### src/rtl/alu_serial_addsub_pkg.sv
// alu_serial_pkg: shared state, op and counter types for the nibble-serial add/sub unit
package alu_serial_pkg;
  typedef enum logic [1:0] {IDLE, RUN, DONE} state_t;
  localparam logic OP_ADD = 1'b0;
  localparam logic OP_SUB = 1'b1;
  typedef logic [7:0] nib_cnt_t;
endpackage

### src/rtl/alu_serial_addsub_adder4.sv
// Adder4: 4-bit carry-lookahead adder slice
module Adder4 (
  input  logic       c0,
  input  logic [3:0] in1,
  input  logic [3:0] in2,
  output logic [3:0] sout,
  output logic       cout
);
  logic [3:0] g, p;
  logic [4:0] c;
  always_comb begin
    g = in1 & in2;
    p = in1 ^ in2;
    c[0] = c0;
    c[1] = g[0] | (p[0] & c0);
    c[2] = g[1] | (p[1] & g[0]) | (p[1] & p[0] & c0);
    c[3] = g[2] | (p[2] & g[1]) | (p[2] & p[1] & g[0]) | (p[2] & p[1] & p[0] & c0);
    c[4] = g[3] | (p[3] & g[2]) | (p[3] & p[2] & g[1]) | (p[3] & p[2] & p[1] & g[0])
         | (p[3] & p[2] & p[1] & p[0] & c0);
    sout = p ^ c[3:0];
    cout = c[4];
  end
endmodule

### src/rtl/alu_serial_addsub.sv
// alu_serial_addsub: multi-cycle add/subtract, one nibble per cycle LSB first
module alu_serial_addsub
  import alu_serial_pkg::*;
#(
  parameter int WIDTH = 32
) (
  input  logic             clk,
  input  logic             rst,
  input  logic             in_valid,
  output logic             in_ready,
  input  logic             op_sub,
  input  logic [WIDTH-1:0] a,
  input  logic [WIDTH-1:0] b,
  output logic             out_valid,
  input  logic             out_ready,
  output logic [WIDTH-1:0] result,
  output logic             carry,
  output logic             overflow,
  output logic             zero
);
  localparam int NIB = WIDTH / 4;
  state_t state_q, state_d;
  logic [WIDTH-1:0] a_q, a_d, b_q, b_d, result_q, result_d;
  logic c_q, c_d, carry_q, carry_d, overflow_q, overflow_d, zero_q, zero_d;
  nib_cnt_t cnt_q, cnt_d;
  logic [3:0] a_nib, b_nib, sum;
  logic cout, last;
  assign a_nib = 4'(a_q >> {cnt_q, 2'b00});
  assign b_nib = 4'(b_q >> {cnt_q, 2'b00});
  assign last = cnt_q == nib_cnt_t'(NIB - 1);
  Adder4 u_add (.c0(c_q), .in1(a_nib), .in2(b_nib), .sout(sum), .cout(cout));
  assign in_ready = state_q == IDLE;
  assign out_valid = state_q == DONE;
  assign result = result_q;
  assign carry = carry_q;
  assign overflow = overflow_q;
  assign zero = zero_q;
  always_comb begin
    state_d = state_q;
    a_d = a_q;
    b_d = b_q;
    c_d = c_q;
    cnt_d = cnt_q;
    result_d = result_q;
    carry_d = carry_q;
    overflow_d = overflow_q;
    zero_d = zero_q;
    if (state_q == IDLE && in_valid) begin
      a_d = a;
      b_d = op_sub == OP_SUB ? ~b : b;
      c_d = op_sub;
      cnt_d = '0;
      result_d = '0;
      state_d = RUN;
    end else if (state_q == RUN) begin
      // result is cleared on accept, so OR-ing each nibble into place is enough
      result_d = result_q | (WIDTH'(sum) << {cnt_q, 2'b00});
      c_d = cout;
      cnt_d = last ? '0 : cnt_q + 1'b1;
      if (last) begin
        carry_d = cout;
        overflow_d = sum[3] ^ a_q[WIDTH-1] ^ b_q[WIDTH-1] ^ cout;
        zero_d = result_d == '0;
        state_d = DONE;
      end
    end else if (state_q == DONE && out_ready) begin
      state_d = IDLE;
    end
  end
  always_ff @(posedge clk) begin
    if (rst) begin
      state_q <= IDLE;
      a_q <= '0;
      b_q <= '0;
      c_q <= 1'b0;
      cnt_q <= '0;
      result_q <= '0;
      carry_q <= 1'b0;
      overflow_q <= 1'b0;
      zero_q <= 1'b0;
    end else begin
      state_q <= state_d;
      a_q <= a_d;
      b_q <= b_d;
      c_q <= c_d;
      cnt_q <= cnt_d;
      result_q <= result_d;
      carry_q <= carry_d;
      overflow_q <= overflow_d;
      zero_q <= zero_d;
    end
  end
endmodule
### config.mk
export PLATFORM = sky130hd
export DESIGN_NAME = alu_serial_addsub
export DESIGN_NICKNAME = d
export VERILOG_FILES = /design/src/rtl/alu_serial_addsub_pkg.sv /design/src/rtl/alu_serial_addsub_adder4.sv /design/src/rtl/alu_serial_addsub.sv
export SDC_FILE = /design/constraint.sdc
export NUM_CORES = 1
export LEC_CHECK = 0
export BUFFER_PORTS_ARGS = -buffer_cell sky130_fd_sc_hd__buf_2
export CELL_PAD_IN_SITES_DETAIL_PLACEMENT = 0
export CELL_PAD_IN_SITES_GLOBAL_PLACEMENT = 1
export CORE_MARGIN = 2
export CORE_UTILIZATION = 37
export CTS_BUF_LIST = sky130_fd_sc_hd__clkbuf_16
export DETAILED_ROUTE_END_ITERATION = 10
export PLACE_DENSITY = 0.87
export RECOVER_POWER = 100
export SLEW_MARGIN = 5
export SYNTH_ARGS = -nofsm -noshare
export SYNTH_HDL_FRONTEND = slang
export SYNTH_SLANG_ARGS = --single-unit
### constraint.sdc
create_clock -name clk -period 3.5 [get_ports clk]
set_clock_uncertainty 0.15 [all_clocks]
set_input_delay 0.525 -clock clk [delete_from_list [all_inputs] [get_ports clk]]
set_output_delay 0.525 -clock clk [all_outputs]
set_load 0.1 [all_outputs]
## Yosys cells after proc, flatten, opt, wreduce, memory -nomap -nowiden

Cells that the tools add are included.

- Bits of input ports: 69
- Output and inout port bits: 37
- Logic and storage cells: 73
- Flip-flop bits (word level): 110

- Reduce and logical (&&, ||, !) cells: 11
- Equal/unequal tests: 5
- Bitwise operators: 35
- Muxes and demuxes: 8
- Add/sub/neg operators: 1
- Shift operators: 3

Operator list:

| cell | number |
|---|---|
| right shift 32 x 10 -> 4 bit | 2 |
| zero test 32 bit | 1 |
| two-way mux 32 bit | 1 |
| inverter 32 bit | 1 |
| bitwise OR 32 bit | 1 |
| left shift 4 x 10 -> 32 bit | 1 |
| AND 1 bit | 16 |
| bitwise OR 1 bit | 10 |
| adder 8 x 1 -> 8 bit (second input constant) | 1 |
| == test 8 x 3 -> 1 bit (second input constant) | 1 |
| two-way mux 8 bit | 1 |
| bitwise XOR 4 bit | 2 |
| two-way mux 2 bit | 3 |
| AND 4 bit | 1 |
| AND reduction 2 bit | 2 |
| nonzero test 2 bit | 2 |
| two-way mux 1 bit | 3 |
| != test 3 bit (second input constant) | 1 |
| AND reduction 3 bit | 1 |
| nonzero test 3 bit | 1 |
| bitwise XOR 1 bit | 3 |
| == test 2 x 1 -> 1 bit (second input constant) | 1 |
| == test 2 bit (second input constant) | 1 |
| logical AND 1 bit | 2 |
| 4 further kinds | 4 |

## Depth between registers and ports, before layout

Gate-level depths: netlist of the first run.

- Depth in word-level cells: 10
- Depth in mapped cells: 11
- Gate-level depth less buffers: 9

## By module

A second synthesis of the first run with hierarchy kept.

- Cells, all modules: 553
- Area, all modules: 5,001.0 µm²

By module, submodules not included:

| module | instances | cells each | sequential area each (µm²) | area an instance (µm²) |
|---|---|---|---|---|
| alu_serial_addsub | 1 | 536 | 2,202.1 | 4,853.4 |
| Adder4 | 1 | 17 | 0.0 | 147.6 |

## Worst setup path after synthesis of the first run

No wires, ideal clock.

- Path type: reg2reg
- From: register cnt_q[0]
- To: register result_q[26], in the netlist result[26]
- Stages on the path, launching flop included: 12
- Setup slack: 0.032 ns
- Path buffers: 2
- Data required time: 3.282 ns
- Period minus slack after synthesis: 3.468 ns
- Setup time: 0.068 ns
- Arrival time: 3.250 ns
- Cell sequence: dfxtp_1 > clkbuf_1 > buf_1 > mux4_2 > mux2i_1 > nor2_1 > ha_1 > a211o_1 > and3_1 > nor3_1 > a21oi_1 > nor2_1

- Cells in the longest elaborated chain, start to end: 8
- Elaborated cells between the ends (all ways): 12
- Classes of those cells: 3 x shift; 9 x bitwise

RTL lines:

| item | line | RTL |
|---|---|---|
| start: declaration | alu_serial_addsub.sv:25 | `nib_cnt_t cnt_q, cnt_d;` |
| start signal: assignment | alu_serial_addsub.sv:86 | `cnt_q <= cnt_d;` |
| right shift 32 x 10 -> 4 bit, on equally long branches | alu_serial_addsub.sv:28, alu_serial_addsub.sv:29 |  |
| bitwise XOR 4 bit / AND 4 bit (equally long branches) | alu_serial_addsub_adder4.sv:13, alu_serial_addsub_adder4.sv:12 |  |
| AND 1 bit | alu_serial_addsub_adder4.sv:16 | `c[2] = g[1] \| (p[1] & g[0]) \| (p[1] & p[0] & c0);` |
| bitwise OR 1 bit / AND 1 bit (equally long branches) | alu_serial_addsub_adder4.sv:16 |  |
| bitwise OR 1 bit | alu_serial_addsub_adder4.sv:16 |  |
| bitwise XOR 4 bit | alu_serial_addsub_adder4.sv:20 | `sout = p ^ c[3:0];` |
| left shift 4 x 10 -> 32 bit (*) | alu_serial_addsub.sv:57 | `result_d = result_q \| (WIDTH'(sum) << {cnt_q, 2'b00});` |
| bitwise OR 32 bit (*) | alu_serial_addsub.sv:57 |  |
| end signal: assignment | alu_serial_addsub.sv:87 | `result_q <= result_d;` |
| end: declaration | alu_serial_addsub.sv:23 | `logic [WIDTH-1:0] a_q, a_d, b_q, b_d, result_q, result_d;` |

Every way passes the cells marked *; elsewhere a longest branch is shown, timed or not.
A chain may end at the register's enable or synchronous reset.

## Worst setup path in the final report of the first run

- From: register cnt_q[7]
- To: register result_q[27], in the netlist result[27]

- Cells in the longest elaborated chain, start to end: 9
- Elaborated cells between the ends (all ways): 15
- Classes of those cells: 3 x shift; 12 x bitwise

RTL lines:

| item | line | RTL |
|---|---|---|
| right shift 32 x 10 -> 4 bit, on equally long branches | alu_serial_addsub.sv:28, alu_serial_addsub.sv:29 |  |
| bitwise XOR 4 bit / AND 4 bit (equally long branches) | alu_serial_addsub_adder4.sv:13, alu_serial_addsub_adder4.sv:12 |  |
| AND 1 bit | alu_serial_addsub_adder4.sv:17 | `c[3] = g[2] \| (p[2] & g[1]) \| (p[2] & p[1] & g[0]) \| (p[2] & p[1] & p[0] & c0);` |
| bitwise OR 1 bit / AND 1 bit (equally long branches) (2 in a row) | alu_serial_addsub_adder4.sv:17 |  |
| bitwise OR 1 bit | alu_serial_addsub_adder4.sv:17 |  |
| bitwise XOR 4 bit | alu_serial_addsub_adder4.sv:20 |  |
| left shift 4 x 10 -> 32 bit (*) | alu_serial_addsub.sv:57 |  |
| bitwise OR 32 bit (*) | alu_serial_addsub.sv:57 |  |

Marked as above.

==> flow_summary_export.csv, run 1 <==
group,metric,value,unit
sta,clock.fmax,310,MHz
cts,cts_setup_buffers,0,
sta,fin_tns_setup,0,ns
routing,vias,4155,
yosys,synthCells,557,
yosys,postSynthAreaPerCell,8.82,um^2
yosys,yosysMostFrequentCell,"dfxtp_1",
status,run_status,"finished with violations",
finish,syn_to_final_growth,18.8,%
setup_path,critPathLaunchType,"flop",
routing,vias_per_cell,5.02,
sta,setup_viol,0,
pwr,ir_drop,0.000243,V
cts,postCtsHoldBufs,0,
yosys,synthFlopType,"dfxtp_1",
sta,hold_violations,0,
sta,post-route-min-period,3.23,ns
pwr,total_leakage_power,2.18,nW
floorplan,core-area,13100,um^2
global_routing,grt_pass1_wl,19300,um
floorplan,die_w,119,um
sta,slew_viol_final,35,
status,violations,"capacitance limit, slew limit",
placement,io_buffers,105,
placement,place_area,5600,um^2
global_routing,grt_overflow_total,0,
routing,dr.pass1.iters,4,
pwr,p_per_area,477,nW/um^2
cts,worstSkewPairLatency,0.35,ns
cts,clk_pin_slew,0.08,ns
finish,fin_area,5830,um^2
cts,clock_sinks,110,
run,maxCapViolCount,1,
global_routing,grt_pass1_vias,3969,
global_routing,antenna_found_initial,0,
yosys,yosys.area.top_type,"dfxtp_1",
finish,diodes,0,
routing,wl_per_cell,14.4,um
yosys,synth_common_cells,"110 x dfxtp_1, 90 x nor2_1, 74 x nand2_1",
routing,antenna_left,0,
sta,maxSlewHeadroom,-20.4,%
routing,drt_iter0_markers,256,
routing,drc,0,
yosys,yosys.area.top_type_share,44.8,%
finish,drive_above_1_share,18.0,%
placement,dp_hpwl,8830,um
yosys,yosysSeqAreaShare,44.8,%
sta,fin_hold_ws,0.255,ns
floorplan,die_h,119,um
placement,globalplace.congestion,0.849,
routing,routed_wl,11900,um
cts,htree_levels,3,
setup_path,crit_fanout,8,
yosys,synth_top_cells_by_area,"dfxtp_1 45%, a21oi_1 7.3%, mux4_2 7.3%, xnor2_1 7.0%, nor2_1 6.9%",
floorplan,initial_utilization,37.5,%
sta,worst_slew_pin_slew,1.80,ns
cts,cts_root_buf,"clkbuf_16",
finish,final_nets,722,
cts,cts_tree,"yes",
yosys,async_reset_ff_share,0,%
setup_path,critical_path_class,"flop to flop",
cts,clockBufferDepth,2,
min_path,min_path_type,"primary input to flop",
yosys,ys_warn_count,0,
cts,numCtsBuffers,9,
sta,fin_crit_sh,92.2,%
yosys,synth_area,4910,um^2
floorplan,dieArea,14200,um^2
global_routing,grt_max_degree,69,
floorplan,num_rows,42,
yosys,synth.distinct_cells,44,
setup_path,endpoint_kind,"flop",
yosys,synth_seq_cells,110,
setup_path,arrival,3.27,ns
floorplan,io_pins,106,
global_routing,track_usage,16.7,%
sta,rsz0062_at_grt,"false",
setup_path,required,3.54,ns
yosys,synth_edf_count,0,
yosys,syn-num-nets,633,
per-stage QoR:
step	utilization, %	power [W]	std cells	setup slack, ns
global route	44.6	0.00291	827	0.0939
finish	44.6	0.00279	827	0.273
CTS	45.0	0.00281	827	0.0939
floorplan	-	0.00169	557	0.0323
global placement	42.8	0.00182	811	0.263
detailed placement	42.8	0.00184	811	0.132
logic make-up (layout without fill, tap and decap cells):
family                   Yosys count  count (layout)  synth area share [%]
XOR/XNOR                          41              41                  7.31
multiplexers                      25              25                  9.17
flip-flops                       110             110                  44.8
buffers and inverters             45             139                  3.77
adder cells (fa/ha/maj)            7               7                  1.94
AND/OR/NAND/NOR                  211             211                  18.5
AO/OA/AOI/OAI                    118             118                  14.5
where the power goes:
group	switching (W)	leakage (nW)	internal [W]	total (W)
sequential	0.0000356	0.900	0.00131	0.00135
clock	0.000484	0.139	0.000498	0.000983
combinational	0.000273	1.14	0.000182	0.000454
path summary, 6_finish.rpt:
kind | startpoint | endpoint | slack, ns | depth (start not counted)
max | cnt_q[7] | result[27] | 0.27 | 9
min | a[10] | a_q[10] | 0.25 | 3
max reg2reg | cnt_q[7] | result[27] | 0.27 | 9
min reg2reg | a_q[24] | a_q[24] | 0.31 | 2
critical path, cell delays in order (launching register included):
cell	delay, ns
dfxtp_1	0.34
or4_4	0.59
nand2b_1	0.33
nor2_1	0.30
ha_1	0.31
a211o_1	0.34
a311oi_2	0.33
nor3_2	0.16
a21oi_1	0.17
nor2_1	0.06
layer usage:
metal	vias to the layer above	part of all wire [%]	GRT usage (%)
li1	2106	-	-
met1	1940	46	21.6
met2	98	47	28.4
met3	11	5.5	3.54
met4	0	1.1	4.39
met5	-	0	0
cells in the final DEF, fill, tap and decap left out, types with 16 or more instances in the layout:
cell,netlist,routed
clkbuf_1,29,40
a21oi_1,72,72
dfxtp_1,110,110
nand2_1,74,74
mux4_2,16,16
a211oi_1,33,33
buf_2,1,68
xnor2_1,39,39
nor2_1,90,90
registers in the layout (all words and copies together) (netlist names):
register	cells
a_q	32
b_q	32
c_q	1
carry	1
cnt_q	8
overflow	1
result	32
state_q	2
zero	1
timing repair:
item	CTS	global route
hold endpoints to repair	0	0
resized for setup	0	3
setup endpoints to repair	0	8
area by class of cell:
class | instances | area (um^2)
clock inverters | 7 | 65.1
inverters | 6 | 22.5
flip-flops and latches | 110 | 2200
repair buffers | 117 | 568
fillers | 1313 | 7250
multi-input cells | 402 | 2530
clock buffers | 9 | 225
well taps | 176 | 220
No activity file was read; power rests on OpenSTA's default activity.
==> inputs of run 2 (changes only) <==
--- a/config.mk
+++ b/config.mk
@@ -9,10 +9,10 @@
 export CELL_PAD_IN_SITES_DETAIL_PLACEMENT = 0
 export CELL_PAD_IN_SITES_GLOBAL_PLACEMENT = 1
 export CORE_MARGIN = 2
-export CORE_UTILIZATION = 37
+export CORE_UTILIZATION = 30
 export CTS_BUF_LIST = sky130_fd_sc_hd__clkbuf_16
 export DETAILED_ROUTE_END_ITERATION = 10
-export PLACE_DENSITY = 0.87
+export PLACE_DENSITY = 0.75
 export RECOVER_POWER = 100
 export SLEW_MARGIN = 5
 export SYNTH_ARGS = -nofsm -noshare
==> constraint.sdc (replaced) <==
create_clock -name clk -period 3.5 [get_ports clk]
set_clock_uncertainty 0.15 [all_clocks]
set_input_delay 0.525 -clock clk [delete_from_list [all_inputs] [get_ports clk]]
set_output_delay 0.525 -clock clk [all_outputs]
set_load 0.01 [all_outputs]
==> flow_summary_export.csv, run 2 (synthesis results as in run 1) <==
group,metric,value,unit
floorplan,num_rows,46,
sta,post-route-min-period,3.26,ns
finish,regArea,2200,um^2
sta,rsz0062_at_grt,"false",
status,violations,"capacitance limit, slew limit",
setup_path,critical_path_class,"flop to flop",
cts,cts_root_buf,"clkbuf_16",
setup_path,worstReg2RegStart,"cnt_q[4]",
finish,diodes,0,
setup_path,crit_top_cell,"nor2_1",
global_routing,antenna_found_initial,0,
min_path,holdPathEnd,"a_q[15]",
routing,drc,0,
placement,dp_cells,848,
placement,globalplace.congestion,0.876,
min_path,worstHoldStart,"a[15]",
setup_path,critPathLaunchType,"flop",
setup_path,crit_chain,"or4_4, nand2b_1, nor2_1, ha_1, a211o_1, a311oi_1, nor3_2, a21oi_1, nor2_1",
setup_path,rr_worst_depth,9,
global_routing,grt_max_degree,99,
floorplan,die_w,132,um
setup_path,slowest_delay,0.57,ns
floorplan,io_pins,106,
cts,clk_pin_slew,0.07,ns
finish,fill_cells,1702,
finish,final_nets,719,
pwr,ir_drop,0.000246,V
sta,slew_viol_final,99,
cts,cts_tree,"yes",
floorplan,core-area,15900,um^2
setup_path,endpoint_kind,"flop",
cts,numCtsBuffers,9,
cts,htree_levels,3,
finish,utilization,36.4,%
sta,hold_violations,0,
global_routing,track_usage,14.6,%
routing,wl_per_cell,14.5,um
sta,clock.fmax,307,MHz
global_routing,grt_pass1_wl,20800,um
routing,antenna_left,0,
setup_path,arrival,3.30,ns
cts,clock_sinks,110,
finish,multi_input_area,2520,um^2
routing,vias,4178,
sta,fin_crit_sh,93.1,%
sta,fin_tns_setup,0,ns
pwr,p_per_area,460,nW/um^2
placement,io_buffers,105,
routing,routed_wl,12500,um
finish,final_cell_mix,"110 x dfxtp_1, 91 x nor2_1, 74 x nand2_1, 72 x a21oi_1, 68 x buf_2",
finish,syn_to_final_growth,18.2,%
cts,clockBufferDepth,2,
setup_path,slowest_stage,"or4_4",
finish,final_common_cell,"dfxtp_1",
min_path,min_path_type,"primary input to flop",
cts,postCtsHoldBufs,0,
routing,drt_iter0_markers,282,
cts,worstSkewPairLatency,0.34,ns
global_routing,grt_pass1_vias,4157,
min_path,holdPathStages,3,
sta,maxSlewHeadroom,-5.44,%
status,run_status,"finished with violations",
routing,dr.pass1.iters,5,
setup_path,required,3.54,ns
finish,layout.cells.non_filler,864,
placement,dp_hpwl,9190,um
setup_path,reg2reg_to,"result[27]",
setup_path,regToRegSetupSlack,0.24,ns
global_routing,grt_overflow_total,0,
sta,setup_viol,0,
pwr,total_leakage_power,2.16,nW
setup_path,crit_fanout,8,
floorplan,initial_utilization,30.8,%
floorplan,die_h,132,um
run,maxCapViolCount,1,
sta,worst_slew_pin_slew,1.58,ns
finish,drive_above_1_share,17.0,%
floorplan,dieArea,17400,um^2
routing,vias_per_cell,4.84,
## run 2: cell types whose count changed in the layout (fill, tap and decap cells not counted), sizes merged
cell / change
clkbuf: +1
inv: +1
clkinvlp: -1
buf: -4
## run 2: how the worst max path moves through the flow
| stage | from | slack, ns | cells after the start | to |
|---|---|---|---|---|
| after detailed placement | cnt_q[4] | 0.15 | 9 | result[27] |
| after CTS | cnt_q[4] | 0.13 | 9 | result[31] |
| after global routing | cnt_q[4] | 0.01 | 9 | result[3] |
| after floorplan | cnt_q[0] | 0.05 | 11 | result[26] |
| final | cnt_q[4] | 0.24 | 9 | result[27] |
| after global placement | cnt_q[4] | 0.29 | 9 | result[27] |
## run 2: what timing repair did
action                     in CTS  in global routing
buffers inserted                0                  0
setup endpoints to repair       0                  8
hold endpoints to repair        0                  0
resized for setup               0                  1
## run 2: layout make-up
class,count,share of cell area (%)
Clock buffer,9,3.88
Clock inverter,7,0.582
Inverter,6,0.388
Multi-Input combinational cell,402,43.5
Sequential cell,110,37.9
Tap cell,216,4.65
Timing Repair Buffer,114,9.13
## run 2: per-stage QoR
step                hold slack, ns  setup WS, ns  area [um^2]  power, W
CTS                          0.262         0.133         5870   0.00271
finish                       0.267         0.240         5810   0.00267
global route                 0.270        0.0110         5810   0.00281
global placement             0.291         0.286         5620   0.00180
detailed placement           0.297         0.154         5620   0.00181
floorplan                    0.283        0.0541         4910   0.00166
## run 2: metal layers
metal  vias up  share of wire, %  GRT usage, %
li1       2109                 -             -
met2       107                48          24.4
met4         0               1.6          4.11
met1      1949                45          18.9
met3        13               5.2          3.23
met5         -                 0             0
## run 2: critical path, delay by kind of cell, from the launching register on
kind                       cells  cell delay (ns)
DFF                            1             0.35
adders and majority gates      1             0.32
AOI/OAI and AO/OA              3             0.91
and+or+nand+nor                5             1.38
## run 2: power by group
| group | internal [W] | switching (W) | total, W |
|---|---|---|---|
| Sequential | 0.00131 | 0.0000348 | 0.00135 |
| Combinational | 0.000175 | 0.000248 | 0.000423 |
| Clock | 0.000473 | 0.000430 | 0.000902 |
| Total | 0.00196 | 0.000712 | 0.00267 |
==> inputs of run 3 (changes only) <==
--- a/config.mk
+++ b/config.mk
@@ -8,7 +8,8 @@
 export BUFFER_PORTS_ARGS = -buffer_cell sky130_fd_sc_hd__buf_2
 export CELL_PAD_IN_SITES_DETAIL_PLACEMENT = 0
 export CELL_PAD_IN_SITES_GLOBAL_PLACEMENT = 1
-export CORE_MARGIN = 2
+export CORE_ASPECT_RATIO = 0.7
+export CORE_MARGIN = 1.5
 export CORE_UTILIZATION = 30
 export CTS_BUF_LIST = sky130_fd_sc_hd__clkbuf_16
 export DETAILED_ROUTE_END_ITERATION = 10
==> flow_summary_export.csv, run 3 (synthesis results as in run 1) <==
group,metric,value,unit
floorplan,initial_utilization,31.2,%
sta,fin_crit_sh,93.3,%
finish,final_common_cell,"dfxtp_1",
routing,wl_per_cell,14.8,um
setup_path,arrival,3.40,ns
setup_path,required,3.63,ns
floorplan,core-area,15700,um^2
global_routing,globalRouteMet3Util,3.60,%
cts,postCtsHoldBufs,0,
pwr,total_leakage_power,2.18,nW
routing,drt_iter0_markers,341,
cts,clk_pin_slew,0.07,ns
sta,maxSlewHeadroom,-8.56,%
sta,worst_slew_pin_slew,1.63,ns
placement,io_buffers,105,
routing,antenna_left,0,
sta,fin_ws,0.235,ns
cts,cts_root_buf,"clkbuf_16",
run,maxCapViolCount,2,
sta,clock.fmax,306,MHz
routing,routed_wl,12900,um
finish,drive_above_1_share,17.4,%
sta,slew_viol_final,135,
floorplan,die_h,110,um
sta,fin_tns_setup,0,ns
global_routing,grt_pass1_wl,20500,um
cts,numCtsBuffers,9,
setup_path,crit_fanout,8,
global_routing,antenna_found_initial,0,
status,run_status,"finished with violations",
finish,syn_to_final_growth,19.6,%
global_routing,grt_max_degree,99,
sta,rsz0062_at_grt,"false",
placement,place_ws,0.0860,ns
setup_path,endpoint_kind,"flop",
setup_path,critPathTopFamily,"simple AND/OR/NAND/NOR gates",
cts,cts_tree,"yes",
global_routing,grtUsageMet2,22.8,%
floorplan,io_pins,106,
pwr,ir_drop,0.000247,V
cts,worstSkewPairLatency,0.35,ns
cts,cts_setup_buffers,0,
finish,utilization,37.3,%
placement,globalplace.congestion,0.806,
routing,drc,0,
routing,vias_per_cell,4.82,
routing,dr.pass1.iters,5,
setup_path,path_buf_inv,1,
sta,hold_violations,0,
floorplan,dieArea,17200,um^2
routing,vias,4187,
sta,setup_viol,0,
min_path,min_path_type,"primary input to flop",
global_routing,grt_overflow_total,0,
setup_path,slowest_delay,0.57,ns
global_routing,grt_pass1_vias,4071,
floorplan,die_w,156,um
placement,dp_hpwl,9480,um
setup_path,crit_top_cell,"nor2_1",
global_routing,globalRoute.busiestLayer,"met2",
floorplan,num_rows,38,
setup_path,crit_chain,"or4_4, nand2b_1, nor2_1, ha_1, a211o_1, and3_1, nor3_1, clkbuf_2, a21oi_1, nor2_1",
sta,post-route-min-period,3.27,ns
pwr,p_per_area,476,nW/um^2
cts,clockBufferDepth,2,
cts,clock_sinks,110,
global_routing,track_usage,15.3,%
finish,diodes,0,
finish,final_nets,720,
cts,htree_levels,3,
setup_path,slowest_stage,"or4_4",
finish,final_cell_mix,"110 x dfxtp_1, 91 x nor2_1, 74 x nand2_1, 72 x a21oi_1, 68 x buf_2",
status,violations,"capacitance limit, slew limit",
setup_path,critical_path_class,"flop to flop",
global_routing,globalRouteMet1Util,22.1,%
setup_path,critPathLaunchType,"flop",
## run 3: cell count changes in the layout (fill, tap and decap cells not counted)
cell and change:
clkinv_2 -2, clkinvlp_4 +2, buf_12 +1, buf_4 +1, bufinv_16 +1, clkbuf_2 -1, clkinv_1 -1, inv_6 -1
inv_8 +1, or3_1 -1, or3_4 +1
## run 3: what timing repair did
action	in CTS	in global routing
resized for setup	0	1
endpoints found under the hold margin	0	0
endpoints found under the setup margin	0	8
## run 3: path summary, 6_finish.rpt
check	startpoint	endpoint	slack, ns	cells past startpoint
min reg2reg	carry	carry	0.31	2
min	a[9]	a_q[9]	0.26	3
max reg2reg	cnt_q[4]	result[18]	0.23	10
max	cnt_q[4]	result[18]	0.23	10
## run 3: routing by layer
layer | routed length (um) | vias up
met2 | 5470 | 115
met1 | 6500 | 1959
met5 | 0 | -
li1 | - | 2099
met3 | 759 | 14
met4 | 170 | 0
## run 3: metrics by stage
step | hold WS [ns] | instance area [um^2] | power [W] | std cells
3_3_place_gp | 0.293 | 5640 | 0.00181 | 853
6_report | 0.262 | 5870 | 0.00279 | 869
2_1_floorplan | 0.283 | 4910 | 0.00166 | 557
5_1_grt | 0.257 | 5870 | 0.00291 | 869
3_5_place_dp | 0.297 | 5640 | 0.00182 | 853
4_1_cts | 0.258 | 5930 | 0.00282 | 869
## run 3: area by class of cell
cell class,count,area [um^2]
clock inverters,7,67.6
inverters,6,22.5
repair buffers,115,553
fillers,1621,9860
multi-input cells,402,2530
well taps,220,275
flip-flops and latches,110,2200
clock buffers,9,225
## run 3: power by group
group          internal [W]  total, W  switching (W)
registers           0.00131   0.00135      0.0000408
clock network      0.000553   0.00101       0.000458
logic              0.000179  0.000431       0.000251
## run 3: worst min-delay path, cell delays in order
cell     delay (ns)
buf_2          0.10
nand2_1        0.04
a21oi_1        0.05
